===== src/rtl/ps2_pkg.sv =====
// Shared types and constants for the PS/2 keyboard front end: frame states,
// prefix codes and the list of keyboard status bytes that never become events.
package ps2_pkg;

    typedef enum logic [1:0] {
        ST_IDLE,
        ST_DATA,
        ST_PARITY,
        ST_STOP
    } ps2_state_t;

    // Layout of the 11-bit toggle-event word seen by the core's decoder.
    typedef struct packed {
        logic       toggle;
        logic       pressed;
        logic       ext;
        logic [7:0] code;
    } ps2_key_t;

    localparam logic [7:0] PS2_EXT        = 8'hE0;
    localparam logic [7:0] PS2_BRK        = 8'hF0;
    localparam logic [7:0] PS2_PAUSE      = 8'hE1;
    localparam logic [2:0] PS2_PAUSE_SKIP = 3'd7;

    // Self-test, echo, ack, resend and error replies from the keyboard.
    localparam int PS2_NUM_DROP = 8;
    localparam logic [PS2_NUM_DROP-1:0][7:0] PS2_DROP_CODES = {
        8'h00, 8'hAA, 8'hEE, 8'hFA, 8'hFC, 8'hFD, 8'hFE, 8'hFF
    };

    function automatic logic ps2_is_dropped(input logic [7:0] code);
        logic hit;
        hit = 1'b0;
        for (int i = 0; i < PS2_NUM_DROP; i++)
            if (PS2_DROP_CODES[i] == code) hit = 1'b1;
        return hit;
    endfunction

endpackage


===== src/rtl/ps2_line_filter.sv =====
// Two-flop synchronizer followed by a run-length glitch filter for one raw
// PS/2 pin; the output only follows a level held for FILTER_LEN samples.
module ps2_line_filter #(
    parameter int FILTER_LEN = 8
) (
    input  logic clk_sys,
    input  logic reset_n,
    input  logic line_in,
    output logic line_out
);

    localparam int CW = $clog2(FILTER_LEN + 1);

    logic [1:0]    sync;
    logic [CW-1:0] run_cnt;

    always_ff @(posedge clk_sys) begin
        if (!reset_n) begin
            sync     <= 2'b11;
            line_out <= 1'b1;
            run_cnt  <= '0;
        end else begin
            sync <= {sync[0], line_in};
            // Any sample agreeing with the current output restarts the run.
            if (sync[1] == line_out) begin
                run_cnt <= '0;
            end else if (run_cnt == CW'(FILTER_LEN - 1)) begin
                line_out <= sync[1];
                run_cnt  <= '0;
            end else begin
                run_cnt <= run_cnt + 1'b1;
            end
        end
    end

endmodule


===== src/rtl/ps2_key_encoder.sv =====
// PS/2 device-to-host deserializer and scan-code folder producing the
// toggle-event word ps2_key consumed by the core's keyboard decoder.
module ps2_key_encoder
    import ps2_pkg::*;
#(
    parameter int CLK_HZ     = 24_000_000,
    parameter int FILTER_LEN = 8,
    parameter int TIMEOUT_US = 2000
) (
    input  logic        clk_sys,
    input  logic        reset_n,
    input  logic        ps2_clk_in,
    input  logic        ps2_dat_in,
    output logic [10:0] ps2_key,
    output logic        frame_err
);

    localparam int TO_LIMIT = CLK_HZ / 1_000_000 * TIMEOUT_US;
    localparam int TO_W     = $clog2(TO_LIMIT + 1);

    logic clk_f, dat_f, clk_prev, strobe;

    ps2_line_filter #(.FILTER_LEN(FILTER_LEN)) u_clk_filt (
        .clk_sys  (clk_sys),
        .reset_n  (reset_n),
        .line_in  (ps2_clk_in),
        .line_out (clk_f)
    );

    ps2_line_filter #(.FILTER_LEN(FILTER_LEN)) u_dat_filt (
        .clk_sys  (clk_sys),
        .reset_n  (reset_n),
        .line_in  (ps2_dat_in),
        .line_out (dat_f)
    );

    assign strobe = clk_prev & ~clk_f;

    ps2_state_t      state;
    logic [2:0]      bit_cnt;
    logic [7:0]      shreg;
    logic            par_bit;
    logic [TO_W-1:0] to_cnt;
    logic            byte_vld;

    always_ff @(posedge clk_sys) begin
        if (!reset_n) begin
            state     <= ST_IDLE;
            clk_prev  <= 1'b1;
            bit_cnt   <= '0;
            shreg     <= '0;
            par_bit   <= 1'b0;
            to_cnt    <= '0;
            byte_vld  <= 1'b0;
            frame_err <= 1'b0;
        end else begin
            clk_prev  <= clk_f;
            byte_vld  <= 1'b0;
            frame_err <= 1'b0;

            if (state == ST_IDLE || strobe) to_cnt <= '0;
            else                            to_cnt <= to_cnt + 1'b1;

            case (state)
                ST_IDLE: begin
                    if (strobe && !dat_f) begin
                        state   <= ST_DATA;
                        bit_cnt <= '0;
                    end
                end
                ST_DATA: begin
                    if (strobe) begin
                        shreg   <= {dat_f, shreg[7:1]};
                        bit_cnt <= bit_cnt + 1'b1;
                        if (bit_cnt == 3'd7) state <= ST_PARITY;
                    end
                end
                ST_PARITY: begin
                    if (strobe) begin
                        par_bit <= dat_f;
                        state   <= ST_STOP;
                    end
                end
                ST_STOP: begin
                    if (strobe) begin
                        if (dat_f && ^{par_bit, shreg}) byte_vld  <= 1'b1;
                        else                            frame_err <= 1'b1;
                        state <= ST_IDLE;
                    end
                end
                default: state <= ST_IDLE;
            endcase

            // A strobe landing on the expiry cycle keeps the frame alive.
            if (!strobe && state != ST_IDLE && to_cnt == TO_W'(TO_LIMIT)) begin
                state     <= ST_IDLE;
                frame_err <= 1'b1;
            end
        end
    end

    // shreg is stable in IDLE, so the decoder reads it directly on byte_vld.
    ps2_key_t   key;
    logic       ext, brk;
    logic [2:0] skip;

    always_ff @(posedge clk_sys) begin
        if (!reset_n) begin
            key  <= '0;
            ext  <= 1'b0;
            brk  <= 1'b0;
            skip <= '0;
        end else if (frame_err) begin
            ext  <= 1'b0;
            brk  <= 1'b0;
            skip <= '0;
        end else if (byte_vld) begin
            if (shreg == PS2_PAUSE) begin
                skip <= PS2_PAUSE_SKIP;
            end else if (skip != 3'd0) begin
                skip <= skip - 1'b1;
            end else if (shreg == PS2_EXT) begin
                ext <= 1'b1;
            end else if (shreg == PS2_BRK) begin
                brk <= 1'b1;
            end else begin
                if (!ps2_is_dropped(shreg)) begin
                    key.toggle  <= ~key.toggle;
                    key.pressed <= ~brk;
                    key.ext     <= ext;
                    key.code    <= shreg;
                end
                ext <= 1'b0;
                brk <= 1'b0;
            end
        end
    end

    assign ps2_key = key;

endmodule


===== config.mk =====
export PLATFORM = sky130hd
export DESIGN_NAME = ps2_key_encoder
export DESIGN_NICKNAME = d
export VERILOG_FILES = /design/src/rtl/ps2_pkg.sv /design/src/rtl/ps2_line_filter.sv /design/src/rtl/ps2_key_encoder.sv
export SDC_FILE = /design/constraint.sdc
export NUM_CORES = 1
export LEC_CHECK = 0
export CAP_MARGIN = 5
export CORE_ASPECT_RATIO = 1.75
export CORE_MARGIN = 2
export CORE_UTILIZATION = 42
export CTS_CLUSTER_SIZE = 25
export DETAILED_ROUTE_END_ITERATION = 8
export PLACE_DENSITY = 0.61
export SLEW_MARGIN = 30
export SYNTH_ARGS = -nofsm -noshare
export SYNTH_HDL_FRONTEND = slang
export SYNTH_HIERARCHICAL = 1
export SYNTH_SLANG_ARGS = --single-unit

===== constraint.sdc =====
create_clock -name clk_sys -period 2.6 [get_ports clk_sys]
set_clock_uncertainty 0.1 [all_clocks]
set_input_delay 0.26 -clock clk_sys [delete_from_list [all_inputs] [get_ports clk_sys]]
set_output_delay 0.26 -clock clk_sys [all_outputs]
set_load 0.01 [all_outputs]

Word level (Yosys, flattened, before mapping)
Index checks and enable logic that the tools add are counted.
{"block": "classes", "muxes": 34, "add_sub_neg": 5, "bitwise_logic": 13, "n_reduce_logical": 30, "n_eq_ne": 25}
{"operator": "$eq 8x8->1 const A", "count": 7}
{"operator": "$eq 8x8->1 const B", "count": 3}
{"operator": "$mux 1", "count": 23}
{"operator": "$add 16x1->16 const B", "count": 1}
{"operator": "$eq 16x16->1 const B", "count": 1}
{"operator": "$mux 3", "count": 4}
{"operator": "$not 1->1", "count": 12}
{"operator": "$mux 2", "count": 5}
{"operator": "$ne 2x2->1 const B", "count": 5}
{"operator": "$reduce_and 2->1", "count": 5}
{"operator": "$reduce_xor 9->1", "count": 1}
{"operator": "$add 4x1->4 const B", "count": 2}
{"operator": "$eq 4x3->1 const B", "count": 2}
{"operator": "$logic_not 8->1", "count": 1}
{"operator": "$pmux 2 s4", "count": 1}
{"operator": "$reduce_and 4->1", "count": 2}
{"operator": "$reduce_and 7->1", "count": 1}
{"operator": "$pmux 3 s2", "count": 1}
{"operator": "$reduce_and 3->1", "count": 2}
{"operator": "$reduce_bool 2->1", "count": 3}
{"operator": "$reduce_or 2->1", "count": 3}
{"operator": "$reduce_or 3->1", "count": 2}
{"operator": "$reduce_and 5->1", "count": 1}
{"operator": "$eq 2x2->1 const B", "count": 2}
{"operator": "12 further kinds", "count": 17}
{"block": "word_totals", "elab_cells": 128, "reg_bits": 63}

Logic depth before layout (Yosys ltp)
Gate-level depths: netlist of run 1.
{"block": "depth", "depth_word": 18, "ltp_mapped": 7}

By module
The synthesis of run 1 kept the hierarchy.
{"module": "ps2_key_encoder", "area_per_inst_um2": 2547.4, "n_inst": 1, "cells_per_inst": 287, "seq_area_each_um2": 980.9}
{"module": "ps2_line_filter", "area_per_inst_um2": 245.2, "n_inst": 2, "cells_per_inst": 23, "seq_area_each_um2": 140.1}

Least setup slack after synthesis of run 1
Ideal clock, no wire load.
{"block": "synth_timing", "path_type": "register to register", "start": "register shreg[0]", "end": "register key, in the netlist ps2_key[0]", "path_stages_with_launch": 8, "path_buffers": 1, "path_slack_ns": 0.728, "arrival_ns": 1.700, "synth_period_minus_slack_ns": 1.872, "cell_sequence": "dfxtp_1 inv_1 ha_1 a41oi_1 o211ai_1 a211oi_1 buf_4 mux2i_1"}
{"block": "synth_between", "elab_chain_cells": 18, "word_cells_on_any_way": 31, "classes_between": "10 x eq/ne; 15 x mux; 4 x bitwise; 2 x reduce/logical"}
{"item": "start, declared", "line": "ps2_key_encoder.sv:41", "rtl": "logic [7:0] shreg;"}
{"item": "start signal, assigned", "line": "ps2_key_encoder.sv:73", "rtl": "shreg <= {dat_f, shreg[7:1]};"}
{"item": "$eq 8x8->1", "line": "ps2_pkg.sv:35", "rtl": "if (PS2_DROP_CODES[i] == code) hit = 1'b1;"}
{"item": "$mux 1 (8 in series)", "line": "ps2_pkg.sv:35"}
{"item": "$mux 1", "line": "ps2_key_encoder.sv:124", "rtl": "end else if (shreg == PS2_BRK) begin"}
{"item": "$mux 1", "line": "ps2_key_encoder.sv:122", "rtl": "end else if (shreg == PS2_EXT) begin"}
{"item": "$mux 1", "line": "ps2_key_encoder.sv:120", "rtl": "end else if (skip != 3'd0) begin"}
{"item": "$mux 1", "line": "ps2_key_encoder.sv:118", "rtl": "if (shreg == PS2_PAUSE) begin"}
{"item": "$mux 1", "line": "ps2_key_encoder.sv:117", "rtl": "end else if (byte_vld) begin"}
{"item": "$mux 1", "line": "ps2_key_encoder.sv:113", "rtl": "end else if (frame_err) begin"}
{"item": "$mux 1", "line": "ps2_key_encoder.sv:108", "rtl": "if (!reset_n) begin"}
{"item": "$not 1->1 (no line)"}
{"item": "$reduce_and 7->1 (no line)"}
{"item": "end, declared", "line": "ps2_key_encoder.sv:103", "rtl": "ps2_key_t key;"}
Several ways; a longest one is shown, not always the timed one. The select of a mux whose other input is x is not followed.
A chain may end at the register's enable or synchronous reset.

Worst setup path after layout of run 1
{"block": "layout_timing", "start": "register shreg[4]", "end": "register key, in the netlist ps2_key[6]"}
{"block": "layout_between", "elab_chain_cells": 18, "word_cells_on_any_way": 31, "classes_between": "10 x eq/ne; 15 x mux; 4 x bitwise; 2 x reduce/logical"}
{"item": "$eq 8x8->1", "line": "ps2_pkg.sv:35"}
{"item": "$mux 1 (8 in series)", "line": "ps2_pkg.sv:35"}
{"item": "$mux 1", "line": "ps2_key_encoder.sv:124"}
{"item": "$mux 1", "line": "ps2_key_encoder.sv:122"}
{"item": "$mux 1", "line": "ps2_key_encoder.sv:120"}
{"item": "$mux 1", "line": "ps2_key_encoder.sv:118"}
{"item": "$mux 1", "line": "ps2_key_encoder.sv:117"}
{"item": "$mux 1", "line": "ps2_key_encoder.sv:113"}
{"item": "$mux 1", "line": "ps2_key_encoder.sv:108"}
{"item": "$not 1->1 (no line)"}
{"item": "$reduce_and 7->1 (no line) (*)"}
Mark *: on every way between the ends. The rest lies on a longest branch, timed or not. The select of a mux whose other input is x is not followed.

==> results of run 1 <==
-- critical path, cell delays in order (launching register included) --
cell	delay [ns]
sky130_fd_sc_hd__dfxtp_1	0.39
sky130_fd_sc_hd__inv_1	0.09
sky130_fd_sc_hd__ha_1	0.26
sky130_fd_sc_hd__nand4_1	0.21
sky130_fd_sc_hd__nand4_1	0.20
sky130_fd_sc_hd__a211oi_2	0.18
sky130_fd_sc_hd__buf_4	0.26
sky130_fd_sc_hd__mux2i_1	0.21
-- cell type report --
cell class                      instances  area, um^2
Clock buffer                           13         250
Inverter                               19        71.3
Multi-Input combinational cell        241        1670
Timing Repair Buffer                   20         183
Tap cell                               86         108
Clock inverter                          3        90.1
Fill cell                             681        3500
Sequential cell                        63        1260
-- cell usage in the layout, fill, tap and decap left out, types with 4 or more instances in the layout --
| cell | count |
|---|---|
| sky130_fd_sc_hd__ha_1 | 25 |
| sky130_fd_sc_hd__nor2b_1 | 8 |
| sky130_fd_sc_hd__nand2b_1 | 11 |
| sky130_fd_sc_hd__nand3_1 | 23 |
| sky130_fd_sc_hd__clkdlybuf4s50_1 | 14 |
| sky130_fd_sc_hd__mux2i_1 | 20 |
| sky130_fd_sc_hd__dfxtp_1 | 63 |
| sky130_fd_sc_hd__buf_4 | 5 |
| sky130_fd_sc_hd__nand2_1 | 43 |
| sky130_fd_sc_hd__nor2_1 | 24 |
| sky130_fd_sc_hd__clkbuf_16 | 9 |
| sky130_fd_sc_hd__xor2_1 | 16 |
| sky130_fd_sc_hd__a21boi_1 | 7 |
| sky130_fd_sc_hd__nand4_1 | 11 |
| sky130_fd_sc_hd__a21oi_1 | 7 |
| sky130_fd_sc_hd__inv_1 | 19 |
| sky130_fd_sc_hd__and2_1 | 4 |
| sky130_fd_sc_hd__and3_1 | 4 |
-- cell families (layout without fill, tap and decap cells) --
group                    after synthesis  after routing  share of synthesized area (%)
buffers and inverters                 29             55                           3.75
multiplexers                          21             21                           6.96
adder cells (fa/ha/maj)               25             25                           10.3
flip-flops                            63             63                           41.5
XOR/XNOR                              20             20                           6.22
AO/OA/AOI/OAI                         27             27                           6.26
AND/OR/NAND/NOR                      148            148                           25.0
-- Yosys cell counts (8+ instances only) --
| cell type | instances |
|---|---|
| sky130_fd_sc_hd__nor2b_1 | 8 |
| sky130_fd_sc_hd__nor2_1 | 24 |
| sky130_fd_sc_hd__xor2_1 | 16 |
| sky130_fd_sc_hd__nand3_1 | 23 |
| sky130_fd_sc_hd__nand2b_1 | 11 |
| sky130_fd_sc_hd__mux2i_1 | 20 |
| sky130_fd_sc_hd__clkbuf_1 | 8 |
| sky130_fd_sc_hd__dfxtp_1 | 63 |
| sky130_fd_sc_hd__inv_1 | 19 |
| sky130_fd_sc_hd__nand2_1 | 43 |
| sky130_fd_sc_hd__ha_1 | 25 |
| sky130_fd_sc_hd__nand4_1 | 11 |
-- registers in the layout, indices dropped and copies added (netlist names), 2 cells and up --
signal and cells:
u_dat_filt/run_cnt 4, skip 3, u_clk_filt/sync 2, state 2, u_clk_filt/run_cnt 4, ps2_key 11
to_cnt 16, u_dat_filt/sync 2, bit_cnt 3, shreg 8
-- per-layer routing --
metal | vias to the layer above | track usage, %
met5 | - | 0
met4 | 0 | 10.0
met3 | 17 | 4.72
met2 | 27 | 30.9
met1 | 1072 | 15.6
li1 | 1177 | -
-- per-stage QoR --
step                      instance area, um^2  hold slack [ns]  setup slack [ns]
after floorplan                          3040            0.222             0.728
after global placement                   3290            0.292             0.680
after detailed placement                 3290            0.300             0.653
after CTS                                3630            0.246             0.635
after global routing                     3630            0.271             0.386
final                                    3630            0.257             0.624
-- power groups by stage --
stage / logic [uW] / clock network (uW) / registers [uW]
2_1_floorplan: 121 / 0 / 1010
5_1_grt: 190 / 1440 / 1000
6_report: 162 / 1370 / 998
4_1_cts: 166 / 1400 / 997
3_5_place_dp: 167 / 0 / 1020
3_3_place_gp: 163 / 0 / 1020
-- final timing paths --
check	slack, ns	start	end	cells past startpoint
min reg2reg	0.31	u_dat_filt/sync[0]$_SDFF_PN1_	u_dat_filt/sync[1]$_SDFF_PN1_	1
max	0.62	shreg[4]$_SDFFE_PN0P_	ps2_key[6]$_SDFFE_PN0P_	7
max reg2reg	0.62	shreg[4]$_SDFFE_PN0P_	ps2_key[6]$_SDFFE_PN0P_	7
min	0.26	reset_n	to_cnt[14]$_SDFF_PP0_	4
==> summary.md, run 1 <==
| Metric | Value |
|---|---|
| Mean instance size in the synthesized netlist | around 9 um^2 |
| Critical path data arrival time | roughly 2.1 ns |
| Cell at the root of the clock tree | sky130_fd_sc_hd__clkbuf_16 |
| Worst endpoint required time | about 2.8 ns |
| Sequential cell fraction of total power | 39.5% |
| Cell types occupying the most area after synthesis | sky130_fd_sc_hd__dfxtp_1 42%, sky130_fd_sc_hd__ha_1 10%, sky130_fd_sc_hd__mux2i_1 6.6% |
| Average wire per cell in the routed design | roughly 13 um |
| Worst IR Drop VDD | around 0.62 mV |
| Overflow after GRT | 0 |
| Post-CTS sizing | 0 |
| Clock Path Buffers | 2 |
| Final antenna-violating net count | 0 |
| Final setup vio count | 0 |
| Leak pwr | 0.00136 uW |
| TritonCTS buffer count | 9 |
| Power Total | approximately 2500 uW |
| Final standard cell utilization of the core | about half |
| Switching pwr | 520 uW |
| Highest metal used | met4 |
| Largest net degree at the start of global routing | 31 |
| Switch share | between 20 and 25% |
| Vias | around 2300 |
| Routed wl met3 | 155 um |
| Clk pin slew, worst setup/hold paths | about 0.050 ns |
| Count of mapped cells out of synthesis | about 330 |
| Die outline width | a little under 70 um |
| Number of cells in the finished layout apart from fillers | approximately 450 |
| Pre-antenna DRT Iters | 4 |
| Setup TNS | 0 ns |
| Post-CTS setup buffers | 0 |
| Area inside the core boundary | 0.00713 mm^2 |
| Wire length the detailed router placed on met1 | between 2000 and 2500 um |
| Classification of the worst-slack hold path | input port to register |
| Post-synth EDFFs | 0 |
| GR Util All Layers | around 17% |
| Die area | 0.00796 mm^2 |
| Number of antenna violations at the first check in global routing | 0 |
| P&R area growth vs syn | 19.5% |
| Startpoint type of the worst setup path | register |
| Via/cell ratio | about 5 |
| Primary FF master, synth | sky130_fd_sc_hd__dfxtp_1 |
| Hold bufs inserted after CTS | 0 |
| Fraction of power consumed by combinational cells | between 6 and 7% |
| Clock period minus worst slack | roughly 2 ns |
| DRC violation count after routing | 0 |
| Number of buffers inserted by port buffering | 15 |
| Fraction of synthesized cell area taken by the top area cell type | between 40% and 50% |
| Via count of the first global-routing pass | roughly 2300 |
| Category of the most critical setup path | register to register |
| Synth unique cells | 43 |
| Max transition margin | roughly two thirds |
| Iteration-0 DRC Markers | 100 |
| Ratio of cells with drive above 1 in the final layout | 6.41% |
| Clock network power share | 54.1% |
| Starting density of the core | 42.6% |
| Sinks on Clock Net | 63 |
| Cell area after technology mapping | around 0.0030 mm^2 |
| TritonCTS clock tree | yes |
| Proportion of synthesized chip area in sequential cells | approximately two fifths |
| Net count of the finished layout | approximately 380 |
| Count of H-tree levels built during CTS | 3 |
| Number of synthesis warnings | 6 |
| Antenna cells | 0 |
| Leading area contributor after synthesis | sky130_fd_sc_hd__dfxtp_1 |
| Share of synthesized flip-flops with an asynchronous set or reset | 0% |
| Post-Route WL | about 5700 um |
| Maxcap violations | 0 |
| Setup repair after global routing missed its margin | false |
| Number of cells in the design after placement | 429 |
| Flops & latches, synth | 63 |
| Cell Int Power | around 2000 uW |
| Setup crit end kind | register |
| Fmax | between 0.5 and 0.6 GHz |
| Run status | completed |
| Chip Height | 117 um |
| Routability cong. | 0.790 |
| First-pass GRT wire length | 9780 um |
| Slew @ Worst Pin | around 0.50 ns |
| Total nets after synthesis | around 360 |
| Maximum fanout encountered on the critical timing path | 11 |
| I/O Pins | 16 |
| HPWL after detailed placement | around 4200 um |
| Final max-slew violation count | 0 |
| Final Cycle Share | 76.0% |
| Row Count | 41 |
| Clock latency on the worst-skew pair | 0.33 ns |
| Met2 Wirelength | ~3200 um |
| Count of endpoints failing hold in the final timing report | 0 |
| Power density normalized to cell area | around 700 mW/mm^2 |
No activity file was read; power rests on OpenSTA's default activity.
==> inputs of run 2 (changes only) <==
Clock period 2.6 ns to 2.04 ns, I/O delays scaled along.
==> run 2 against run 1 <==
Critical path depth unchanged. Clock-buffer cell count increased by 1. Sequential power increased by 27%. Worst hold slack got worse by 0.056 ns. Core utilization decreased by 0.14 points. Setup slack got worse by 0.51 ns. Final area decreased by 0.28%. Non-clock buffer count increased by 6. Critical endpoint is now state[1]$_SDFFE_PP0P_. Highest routed layer unchanged.
==> summary.md, run 2 (synthesized netlist as in run 1, its figures left out) <==
| Metric | Value |
|---|---|
| Leak pwr | roughly 0.0014 uW |
| Chip Height | between 100 and 150 um |
| Startpoint type of the worst setup path | register |
| Vias | roughly 2300 |
| R2R Path Start | state[0]$_SDFFE_PP0P_ |
| R2r setup slk | approximately 0.11 ns |
| Worst endpoint required time | roughly 2.1 ns |
| Count of H-tree levels built during CTS | 3 |
| Overflow after GRT | 0 |
| Critical path data arrival time | between 2 and 2.5 ns |
| Number of cells in the finished layout apart from fillers | between 400 and 500 |
| Final antenna-violating net count | 0 |
| TritonCTS clock tree | yes |
| Die area | ~0.0080 mm^2 |
| HPWL after detailed placement | 4270 um |
| Number of cells in the design after placement | 434 |
| Pre-CTS WS | 0.105 ns |
| Cell at the root of the clock tree | sky130_fd_sc_hd__clkbuf_16 |
| Worst IR Drop VDD | roughly 0.5 mV |
| Die outline width | ~68 um |
| Final setup vio count | 0 |
| Setup repair after global routing missed its margin | false |
| Post-Route WL | 5810 um |
| Endpoint of the most critical setup path | state[1]$_SDFFE_PP0P_ |
| Net count of the finished layout | 389 |
| Final Cycle Share | 94.4% |
| Antenna cells | 0 |
| Category of the most critical setup path | register to register |
| DRC violation count after routing | 0 |
| Clock Path Buffers | 2 |
| Clock period minus worst slack | a little under 2 ns |
| Pre-antenna DRT Iters | 4 |
| Starting density of the core | 42.6% |
| Power Total | around 3000 uW |
| Final hold slack | approximately 0.2 ns |
| Largest net degree at the start of global routing | 30 |
| Setup crit end kind | register |
| Startpoint of the most critical setup path | state[0]$_SDFFE_PP0P_ |
| Crit path max-delay family | compound AO/OA/AOI/OAI gates |
| Count of endpoints failing hold in the final timing report | 0 |
| Number of buffers inserted by port buffering | 15 |
| Routability cong. | between 0.7 and 0.8 |
| Run status | completed |
| Max transition margin | a little under 70% |
| Crit path largest cell delay | roughly 0.37 ns |
| Iteration-0 DRC Markers | between 70 and 80 |
| Final setup slack of the worst path | between 0.1 and 0.15 ns |
| Power density normalized to cell area | between 800 and 900 mW/mm^2 |
| Commonest non-fill, non-tap cell in the layout | sky130_fd_sc_hd__dfxtp_1 |
| GR Util All Layers | between 10% and 20% |
| Critical-path cell with the highest stage delay | sky130_fd_sc_hd__a222oi_1 |
| TritonCTS buffer count | 9 |
| Clock latency on the worst-skew pair | around 0.33 ns |
| Sinks on Clock Net | between 60 and 70 |
| Via/cell ratio | 5.11 |
| Cells traversed along the worst timing path | inv_1, ha_1, or2_1, a222oi_1, buf_4, mux2i_1, nor3b_2 |
| Flip-flop count of the largest register after layout | 16 |
| Classification of the worst-slack hold path | input port to register |
| Final max-slew violation count | 0 |
| Clk pin slew, worst setup/hold paths | ~0.05 ns |
| Row Count | just over 40 |
| Most flop-heavy register | to_cnt |
| Via count of the first global-routing pass | approximately 2300 |
| Average wire per cell in the routed design | about 13 um |
| Slew @ Worst Pin | between 0.4 and 0.5 ns |
| Critical R2R Capture | state[1]$_SDFFE_PP0P_ |
| Crit path buf inv count | 2 |
| Most frequent cells in the layout | 62 x sky130_fd_sc_hd__dfxtp_1, 43 x sky130_fd_sc_hd__nand2_1, 25 x sky130_fd_sc_hd__ha_1 |
| Number of antenna violations at the first check in global routing | 0 |
| Hold bufs inserted after CTS | 0 |
| Stages on the worst setup path | 7 |
| Fmax | between 0.5 and 0.6 GHz |
| Maxcap violations | 0 |
| I/O Pins | 16 |
| Setup TNS | 0 ns |
| First-pass GRT wire length | 10100 um |
| Maximum fanout encountered on the critical timing path | 4 |
| Area inside the core boundary | ~0.007 mm^2 |
| Ratio of cells with drive above 1 in the final layout | roughly 8.3% |
| P&R area growth vs syn | 19.2% |
| Cells on worst reg2reg path | 7 |
run 2: changes by cell type in the layout (fill, tap and decap cells not counted), sizes merged:
cell,previous run,this run
clkbuf,13,14
bufinv,3,0
buf,6,12
run 2: cell type report:
class / instances / area (um^2)
well taps: 86 / 108
clock buffers: 14 / 284
flip-flops and latches: 63 / 1260
repair buffers: 26 / 228
multi-input cells: 241 / 1670
fillers: 691 / 3510
inverters: 19 / 71.3
run 2: metal layers:
layer	vias up	track usage [%]	part of all wire [%]
met1	1070	16.7	38
met3	16	5.01	2.3
met5	-	0	0
li1	1185	-	-
met2	24	30.5	56
met4	0	10.7	3.5
run 2: worst min-delay path by stage:
stage | start | end | cells after the start
floorplan | reset_n | u_clk_filt/line_out$_SDFFE_PN1P_ | 1
global placement | u_clk_filt/sync[0]$_SDFF_PN1_ | u_clk_filt/sync[1]$_SDFF_PN1_ | 1
finish | reset_n | to_cnt[14]$_SDFF_PP0_ | 4
detailed placement | u_clk_filt/sync[0]$_SDFF_PN1_ | u_clk_filt/sync[1]$_SDFF_PN1_ | 1
global route | reset_n | u_dat_filt/line_out$_SDFFE_PN1P_ | 3
CTS | reset_n | to_cnt[14]$_SDFF_PP0_ | 4
run 2: through the flow:
stage          utilization (%)  instance area, um^2
3_5_place_dp              46.7                 3330
4_1_cts                   50.7                 3610
2_1_floorplan                -                 3040
6_report                  50.8                 3620
5_1_grt                   50.8                 3620
3_3_place_gp              46.7                 3330
run 2: worst reg2reg max path: stages, from the launching register on:
cell and delay [ns]:
sky130_fd_sc_hd__dfxtp_2 0.35, sky130_fd_sc_hd__inv_1 0.07, sky130_fd_sc_hd__ha_1 0.22, sky130_fd_sc_hd__or2_1 0.23, sky130_fd_sc_hd__a222oi_1 0.37, sky130_fd_sc_hd__buf_4 0.19
sky130_fd_sc_hd__mux2i_1 0.20, sky130_fd_sc_hd__nor3b_2 0.06
run 2: what timing repair did:
action | in CTS | in global routing
buffers inserted | 0 | 1
setup endpoints to repair | 0 | 2
gates resized for setup | 0 | 1
endpoints found under the hold margin | 0 | 0
run 2: report_power, final:
| part | leakage, uW | internal, uW | total (uW) | switching (uW) |
|---|---|---|---|---|
| sequential | 0.000509 | 1260 | 1270 | 18.4 |
| combinational | 0.000721 | 98.1 | 238 | 140 |
| clock | 0.000141 | 940 | 1440 | 501 |
| total | 0.00137 | 2290 | 2950 | 660 |
==> inputs of run 3 (changes only) <==
Settings changed: ABC_AREA from default to 0, CAP_MARGIN 5 to 20, CORE_UTILIZATION 42 to 40, PLACE_DENSITY 0.61 to 0.59.
==> run 3 against run 2 <==
Routed wire length grew 1.5%. Worst hold slack improved by 0.11 ns. Setup slack got worse by 0.028 ns. Via count up 2.4%. Combinational power is essentially flat. First-iteration DRC count decreased by 26%. Core utilization shrank 2.0 points. Die area rose by 4.8%. Critical path depth is the same. Register-to-register slack lost 0.03 ns.
==> summary.md, run 3 (synthesized netlist as in run 1, its figures left out) <==
| Metric | Value |
|---|---|
| Fmax | 0.512 GHz |
| Setup TNS | 0 ns |
| Fraction of power consumed by combinational cells | under 10% |
| Number of buffers inserted by port buffering | 15 |
| Average wire per cell in the routed design | between 10 and 15 um |
| Net count of the finished layout | 390 |
| Final max-slew violation count | 0 |
| Final setup slack of the worst path | 0.0856 ns |
| Most frequent cells in the layout | 60 x sky130_fd_sc_hd__dfxtp_1, 43 x sky130_fd_sc_hd__nand2_1, 25 x sky130_fd_sc_hd__ha_1 |
| Vias | around 2300 |
| Clock period minus worst slack | just under 2 ns |
| Power density normalized to cell area | 779 mW/mm^2 |
| Switching pwr | ~670 uW |
| Worst IR Drop VDD | 0.555 mV |
| Pre-antenna DRT Iters | 4 |
| P&R area growth vs syn | 19.8% |
| Leak pwr | between 0.001 and 0.0015 uW |
| Maximum fanout encountered on the critical timing path | 11 |
| Run status | completed |
| GR Util All Layers | around 16% |
| Flip-flop count of the largest register after layout | 16 |
| I/O Pins | 16 |
| Row Count | 42 |
| Number of antenna violations at the first check in global routing | 0 |
| Cells traversed along the worst timing path | inv_1, ha_1, a41oi_1, o211ai_1, a211oi_2, buf_12, mux2i_1 |
| Crit path max-delay family | compound AO/OA/AOI/OAI gates |
| Final setup vio count | 0 |
| Die outline width | ~70 um |
| Via count of the first global-routing pass | roughly 2300 |
| Overflow after GRT | 0 |
| Cell Int Power | around 2200 uW |
| DRC violation count after routing | 0 |
| Largest net degree at the start of global routing | 52 |
| Commonest non-fill, non-tap cell in the layout | sky130_fd_sc_hd__dfxtp_1 |
| Startpoint type of the worst setup path | register |
| Cell at the root of the clock tree | sky130_fd_sc_hd__clkbuf_16 |
| Die area | around 0.0083 mm^2 |
| Post-Route WL | roughly 5900 um |
| Switch share | between 20% and 30% |
| Maxcap violations | 0 |
| Crit path buf inv count | 2 |
| Ratio of cells with drive above 1 in the final layout | slightly below 9% |
| Starting density of the core | between 40% and 50% |
| Setup repair after global routing missed its margin | false |
| Routability cong. | just under 0.9 |
| Clk pin slew, worst setup/hold paths | around 0.050 ns |
| Clock latency on the worst-skew pair | 0.33 ns |
| Clock Path Buffers | 2 |
| Critical path data arrival time | between 2 and 2.5 ns |
| Chip Height | approximately 120 um |
| Count of H-tree levels built during CTS | 3 |
| Area inside the core boundary | 0.00746 mm^2 |
| Classification of the worst-slack hold path | register to register |
| Final hold slack | between 0.3 and 0.4 ns |
| Crit path largest cell delay | just over 0.4 ns |
| Iteration-0 DRC Markers | 57 |
| Final antenna-violating net count | 0 |
| Setup crit end kind | register |
| Antenna cells | 0 |
| Sinks on Clock Net | 63 |
| Worst endpoint required time | approximately 2.2 ns |
| Count of endpoints failing hold in the final timing report | 0 |
| Sequential cell fraction of total power | 44.8% |
| HPWL after detailed placement | roughly 4300 um |
| TritonCTS clock tree | yes |
| First-pass GRT wire length | 10100 um |
| Slew @ Worst Pin | ~0.44 ns |
| Critical-path cell with the highest stage delay | sky130_fd_sc_hd__dfxtp_1 |
| Hold bufs inserted after CTS | 0 |
| Category of the most critical setup path | register to register |
| Max transition margin | a little over two thirds |
| Most flop-heavy register | to_cnt |
| Final Cycle Share | a little over nine tenths |
| Clock network power share | 46.8% |
| Via/cell ratio | approximately 5.2 |
| Pre-CTS WS | approximately 0.085 ns |
| TritonCTS buffer count | 9 |
==> run 3: cell count changes in the layout (fill, tap and decap cells not counted), moves of 2 or more <==
cell,before,now
sky130_fd_sc_hd__dfxtp_1,62,60
sky130_fd_sc_hd__clkinv_2,0,3
sky130_fd_sc_hd__clkbuf_1,1,3
sky130_fd_sc_hd__buf_12,0,2
sky130_fd_sc_hd__clkbuf_8,4,0
sky130_fd_sc_hd__dfxtp_2,1,3
==> run 3: worst reg2reg max path, delay by kind of cell, from the launching register on <==
kind	cells	cell delay (ns)
multiplexers	1	0.18
buffers and inverters	2	0.28
AO/OA/AOI/OAI	3	0.66
flip-flops	1	0.41
adder cells (fa/ha/maj)	1	0.25
==> run 3: through the flow <==
step	utilization [%]	total power, uW	area (um^2)	instances
after global routing	48.8	2960	3640	454
after global placement	45.1	1520	3370	437
after floorplan	-	1450	3040	333
after CTS	48.6	2870	3630	453
final	48.8	2830	3640	454
after detailed placement	45.1	1520	3370	437
==> run 3: power groups by stage <==
stage,Sequential (uW),Combinational (uW),Clock (uW)
after floorplan,1290,155,0
after global placement,1290,225,0
after detailed placement,1300,228,0
after CTS,1270,229,1370
after global routing,1270,268,1420
final,1270,237,1330
==> run 3: final cells by class <==
cell class	instances	area [um^2]
fillers	740	3820
multi-input cells	241	1670
flip-flops and latches	63	1260
repair buffers	27	265
clock buffers	12	236
well taps	88	110
inverters	19	71.3
clock inverters	4	22.5
==> run 3: layer usage <==
layer	vias to the layer above	GRT usage, %	wire length (um)
met5	-	0	0
met4	0	9.01	172
met3	15	3.55	182
met2	45	30.2	3320
met1	1101	14.2	2220
li1	1188	-	-
==> run 3: worst paths after layout <==
check | start | slack, ns | to | cells after the start
worst min-delay path | u_clk_filt/sync[0]$_SDFF_PN1_ | 0.32 | u_clk_filt/sync[1]$_SDFF_PN1_ | 1
worst min register to register | u_clk_filt/sync[0]$_SDFF_PN1_ | 0.32 | u_clk_filt/sync[1]$_SDFF_PN1_ | 1
worst max-delay path | shreg[2]$_SDFFE_PN0P_ | 0.09 | ps2_key[8]$_SDFFE_PN0P_ | 7
worst max register to register | shreg[2]$_SDFFE_PN0P_ | 0.09 | ps2_key[8]$_SDFFE_PN0P_ | 7
==> run 3: timing repair <==
item	in CTS	in global routing
resized for setup	0	3
endpoints found under the setup margin	0	12
setup buffers	0	1
